==> config.mk <==
export PLATFORM = sky130hd
export DESIGN_NAME = od_bus_arbiter
export DESIGN_NICKNAME = d
export VERILOG_FILES = /design/src/rtl/od_arb_pkg.sv /design/src/rtl/od_bus_arbiter_rr_pick.sv /design/src/rtl/od_bus_arbiter.sv
export SDC_FILE = /design/constraint.sdc
export NUM_CORES = 1
export LEC_CHECK = 0
export CAP_MARGIN = 20
export CORE_ASPECT_RATIO = 1.25
export CORE_UTILIZATION = 40
export DETAILED_ROUTE_END_ITERATION = 10
export GPL_TIMING_DRIVEN = 0
export PLACE_DENSITY = 0.66
export SYNTH_ARGS = -nofsm -noshare
export SYNTH_HDL_FRONTEND = slang
export SYNTH_SLANG_ARGS = --single-unit
==> constraint.sdc <==
create_clock -name clk -period 2.3 [get_ports clk]
set_clock_uncertainty 0.05 [all_clocks]
set_input_delay 0.345 -clock clk [delete_from_list [all_inputs] [get_ports clk]]
set_output_delay 0.345 -clock clk [all_outputs]
set_load 0.02 [all_outputs]
==> src/rtl/od_arb_pkg.sv <==
// Shared encodings and width helper for the open-drain bus arbiter.
package od_arb_pkg;

  typedef enum logic [1:0] {
    IDLE     = 2'd0,
    OWN      = 2'd1,
    TURN     = 2'd2,
    WAIT_REL = 2'd3
  } arb_state_e;

  // Bits needed to count 0..n-1, never less than one.
  function automatic int clog2_min1(input int n);
    return (n <= 2) ? 1 : $clog2(n);
  endfunction

endpackage

==> src/rtl/od_bus_arbiter_rr_pick.sv <==
// Combinational round-robin picker: first set req bit at or above ptr, wrapping to bit 0.
module rr_pick
  import od_arb_pkg::*;
#(
  parameter int NUM_REQ = 4,
  parameter int PW      = clog2_min1(NUM_REQ)
) (
  input  logic [NUM_REQ-1:0] req_i,
  input  logic [PW-1:0]      ptr_i,
  output logic [NUM_REQ-1:0] win_o,
  output logic               vld_o
);

  logic [NUM_REQ-1:0] hi_mask;
  logic [NUM_REQ-1:0] masked;
  logic [NUM_REQ-1:0] pick_src;

  always_comb begin
    hi_mask = '0;
    for (int i = 0; i < NUM_REQ; i++) hi_mask[i] = (PW'(i) >= ptr_i);
  end

  // Prefer requesters at/above the pointer; fall back to the wrapped set.
  assign masked   = req_i & hi_mask;
  assign pick_src = (|masked) ? masked : req_i;
  assign win_o    = pick_src & (-pick_src);
  assign vld_o    = |req_i;

endmodule

==> src/rtl/od_bus_arbiter.sv <==
// Round-robin owner of one open-drain wired line with hold limit, turnaround and stuck-line detection.
module od_bus_arbiter
  import od_arb_pkg::*;
#(
  parameter int NUM_REQ  = 4,
  parameter int HOLD_MAX = 8,
  parameter int TURN_CYC = 2
) (
  input  logic               clk,
  input  logic               rst,
  input  logic [NUM_REQ-1:0] req,
  input  logic [NUM_REQ-1:0] dat,
  input  logic               bus_sense,
  output logic               bus_a,
  output logic [NUM_REQ-1:0] grant,
  output logic               busy,
  output logic               stuck
);

  localparam int PW = clog2_min1(NUM_REQ);
  localparam int HW = clog2_min1(HOLD_MAX);
  localparam int TW = clog2_min1(TURN_CYC);

  arb_state_e         state_q, state_d;
  logic [NUM_REQ-1:0] grant_q, grant_d;
  logic [PW-1:0]      rr_ptr_q, rr_ptr_d;
  logic [HW-1:0]      hold_q, hold_d;
  logic [TW-1:0]      turn_q, turn_d;
  logic               busy_q, busy_d;
  logic               stuck_q, stuck_d;

  logic [NUM_REQ-1:0] pick_win;
  logic               pick_vld;
  logic [PW-1:0]      own_idx;
  logic [PW-1:0]      nxt_ptr;
  logic               own_req;
  logic               own_dat;
  logic               hold_end;
  logic               turn_end;

  rr_pick #(.NUM_REQ(NUM_REQ), .PW(PW)) u_pick (
    .req_i (req),
    .ptr_i (rr_ptr_q),
    .win_o (pick_win),
    .vld_o (pick_vld)
  );

  always_comb begin
    own_idx = '0;
    for (int i = 0; i < NUM_REQ; i++) if (grant_q[i]) own_idx = PW'(i);
  end

  assign nxt_ptr  = (own_idx == PW'(NUM_REQ-1)) ? '0 : own_idx + PW'(1);
  assign own_req  = |(req & grant_q);
  assign own_dat  = |(dat & grant_q);
  assign hold_end = (hold_q == HW'(HOLD_MAX-1));
  assign turn_end = (turn_q == TW'(TURN_CYC-1));

  // Only the owner's data reaches the buffer; every other state releases the line.
  assign bus_a = (state_q == OWN) ? own_dat : 1'b1;
  assign grant = grant_q;
  assign busy  = busy_q;
  assign stuck = stuck_q;

  always_comb begin
    state_d  = state_q;
    grant_d  = grant_q;
    rr_ptr_d = rr_ptr_q;
    hold_d   = hold_q;
    turn_d   = turn_q;
    unique case (state_q)
      IDLE: begin
        if (pick_vld) begin
          if (bus_sense) begin
            state_d = OWN;
            grant_d = pick_win;
            hold_d  = '0;
          end else begin
            state_d = WAIT_REL;
          end
        end
      end
      OWN: begin
        // Counters stop at their terminal value so they never wrap.
        if (!own_req || hold_end) begin
          state_d  = TURN;
          grant_d  = '0;
          turn_d   = '0;
          rr_ptr_d = nxt_ptr;
        end else begin
          hold_d = hold_q + HW'(1);
        end
      end
      TURN: begin
        if (turn_end) state_d = bus_sense ? IDLE : WAIT_REL;
        else          turn_d  = turn_q + TW'(1);
      end
      WAIT_REL: begin
        if (bus_sense) state_d = IDLE;
      end
      default: state_d = IDLE;
    endcase
    busy_d  = (state_d != IDLE);
    stuck_d = (state_d == WAIT_REL);
  end

  always_ff @(posedge clk or posedge rst) begin
    if (rst) begin
      state_q  <= IDLE;
      grant_q  <= '0;
      rr_ptr_q <= '0;
      hold_q   <= '0;
      turn_q   <= '0;
      busy_q   <= 1'b0;
      stuck_q  <= 1'b0;
    end else begin
      state_q  <= state_d;
      grant_q  <= grant_d;
      rr_ptr_q <= rr_ptr_d;
      hold_q   <= hold_d;
      turn_q   <= turn_d;
      busy_q   <= busy_d;
      stuck_q  <= stuck_d;
    end
  end

endmodule

==> results_dict.tcl <==
set metrics [dict create \
    fin_crit_sh 0.871 \
    tns_ns 0 \
    maxSlewHeadroom 0.521 \
    overflow 0 \
    worstPathArrival_ns 2.11 \
    grt_pass1_vias 577 \
    final_area_um2 960 \
    critPathRequiredTime_ns 2.41 \
    die_w_um 40.5 \
    slowest_stage "clkdlybuf4s50_1" \
    dpl_cell_area_um2 935 \
    cts_tree "done" \
    ctsRootBufferMaster "clkbuf_4" \
    synth.avg_cell_area_um2 9.38 \
    cts_hold_buf 0 \
    syn2layout_area_growth_pct 29.6 \
    die_y_um 50.1 \
    finalPower_mw 1.14 \
    start_util 0.425 \
    drv_cap 0 \
    ir_worst_vdd_mv 0.642 \
    slowest_delay_ns 0.51 \
    ant_nets 0 \
    numCtsBuffers 3 \
    fp-row-count 17 \
    reg2reg_depth 4 \
    clock_path_buffers 2 \
    ios 18 \
    drive_gt1_frac 0.0909 \
    cts_setup_buffers 0 \
    place_hpwl_mm 1.16 \
    first_pass_iters 5 \
    yosys_warnings 0 \
    synth_seq_cells 14 \
    die_area_um2 2030 \
    fin_crit_ns 2.00 \
    num_vias 648 \
    grt_usage 0.178 \
    worstPathMaxFanout 7 \
    hold_violations 0 \
    status "finished clean" \
    netlist_area_um2 741 \
    setup_viol 0 \
    vias_per_cell 5.49 \
    grt_pass1_wl_mm 2.39 \
    synth_cell_types 27 \
    power.density_nw_per_um2 1190 \
    maxSlewViolCount 0 \
    path_cells "clkdlybuf4s50_1, a22oi_1, a21oi_1, nor2_1, mux2_2" \
    core_area_um2 1740 \
    drcViolationCount 0 \
    yosysSeqAreaShare 0.473 \
    synthesis.instances 79 \
    cts_resized 0 \
    cp-end-kind "flip-flop" \
    gp_congestion 0.710 \
    worst_slew_pin_slew_ns 0.715 \
    hold-worst-slack_ns 0.349 \
    drt_iter0_drc 12 \
    wirelength_mm 1.54 \
    diodes 0 \
    hold_class "in -> async" \
    rsz0062_at_grt "no" \
    p_leak_nw 0.416 \
    fmax_mhz 499 \
    antenna_found_initial 0 \
    cts.sinks 14 \
    avgRoutedWirePerCell_um 13.1 \
    postLayoutCoreUtil 0.550 \
    synthesis.nets 92 \
    grt_max_degree 15 \
    clk_pin_slew_ns 0.07 \
    io_buffers 17 \
    path_class "in -> reg" \
    final_nets 114 \
    crit_path_start_kind "primary input" \
    clk_latency_ns 0.27 \
    htreeDepth 1 \
]
## state kept, by name, summed over array words and instances, names as in the netlist
register and cells:
grant 4, hold_q 3, rr_ptr_q 2, state_q 2, busy 1, stuck 1, turn_end 1
## report_power, final
group	switching (mW)	internal, mW	leakage, nW	total (mW)
Sequential	0.103	0.346	0.178	0.450
Clock	0.0692	0.0605	0.0138	0.130
Combinational	0.291	0.268	0.225	0.559
Total	0.464	0.675	0.416	1.14
## cell type report
cell class / count / area [um2]
fill: 154 / 785
buffer: 1 / 11.3
timing repair buffer: 17 / 173
sequential: 14 / 350
inverter: 5 / 18.8
multi-input combinational: 59 / 360
clock buffer: 3 / 22.5
tap: 19 / 23.8
## cell families after synthesis
logic type,after synthesis,share of synthesized area
compound gates,31,0.257
fa+ha+maj,2,0.0338
buf+inv,6,0.0405
flops,14,0.473
mux,2,0.0287
simple gates,24,0.167
## stage by stage
step	worst slack (ns)	cells
floorplan	0.646	79
global placement	0.0409	115
detailed placement	0.0562	115
CTS	0.0817	118
global route	0.231	118
finish	0.296	118
## cell usage in the layout (no fill, tap or decap), drive strengths merged, types with 2 or more instances in the layout
cell type	instances
nand2b	2
dfrtp	14
ha	2
clkbuf	3
a22oi	3
nand2	11
inv	5
a21oi	7
nor2	5
clkdlybuf4s50	16
o21ai	10
o22ai	4
## cells in the mapped netlist, drive strengths merged
cell type  count  area (um2)
dfrtp         14         350
nand2         11        41.3
o21ai         10        50.1
a21oi          7        35.0
inv            5        18.8
nor2           5        18.8
o22ai          4        25.0
a22oi          3        22.5
ha             2        25.0
nand2b         2        20.0
a211oi         1        7.51
a21o           1        7.51
a221oi         1        8.76
a32oi          1        8.76
and2b          1        8.76
buf            1        11.3
mux2           1        11.3
mux2i          1        10.0
nand3          1        5.00
nor4           1        6.26
o21bai         1        7.51
o2bb2ai        1        8.76
o41ai          1        8.76
or2            1        6.26
or3            1        7.51
or4b           1        10.0
## worst max-delay path: cells and delay by family
kind,cells,cell delay [ns]
and+or+nand+nor,1,0.46
AOI/OAI and AO/OA,2,0.40
muxes,1,0.40
buffers and inverters,1,0.51
## final timing paths
check | to | from | slack [ns]
setup / recovery | rr_ptr_q[0]$_DFFE_PP0P_ | req[2] | 0.30
max in group asynchronous | grant[1]$_DFFE_PP0P_ | rst | 1.51
hold / removal | hold_q[0]$_DFFE_PP0P_ | rst | 0.35
hold reg to reg | hold_q[0]$_DFFE_PP0P_ | hold_q[0]$_DFFE_PP0P_ | 0.45
setup reg to reg | rr_ptr_q[0]$_DFFE_PP0P_ | grant[2]$_DFFE_PP0P_ | 0.47
min in group clk | hold_q[0]$_DFFE_PP0P_ | hold_q[0]$_DFFE_PP0P_ | 0.45
## per-layer routing
metal / vias to the layer above / share of wire / global-route usage
met5: - / 0 / 0
met4: 0 / 0.010 / 0.117
met3: 2 / 0.066 / 0.0405
met2: 19 / 0.47 / 0.272
met1: 293 / 0.45 / 0.209
li1: 334 / - / -
Note: power is estimated with default switching activity, not from simulation.
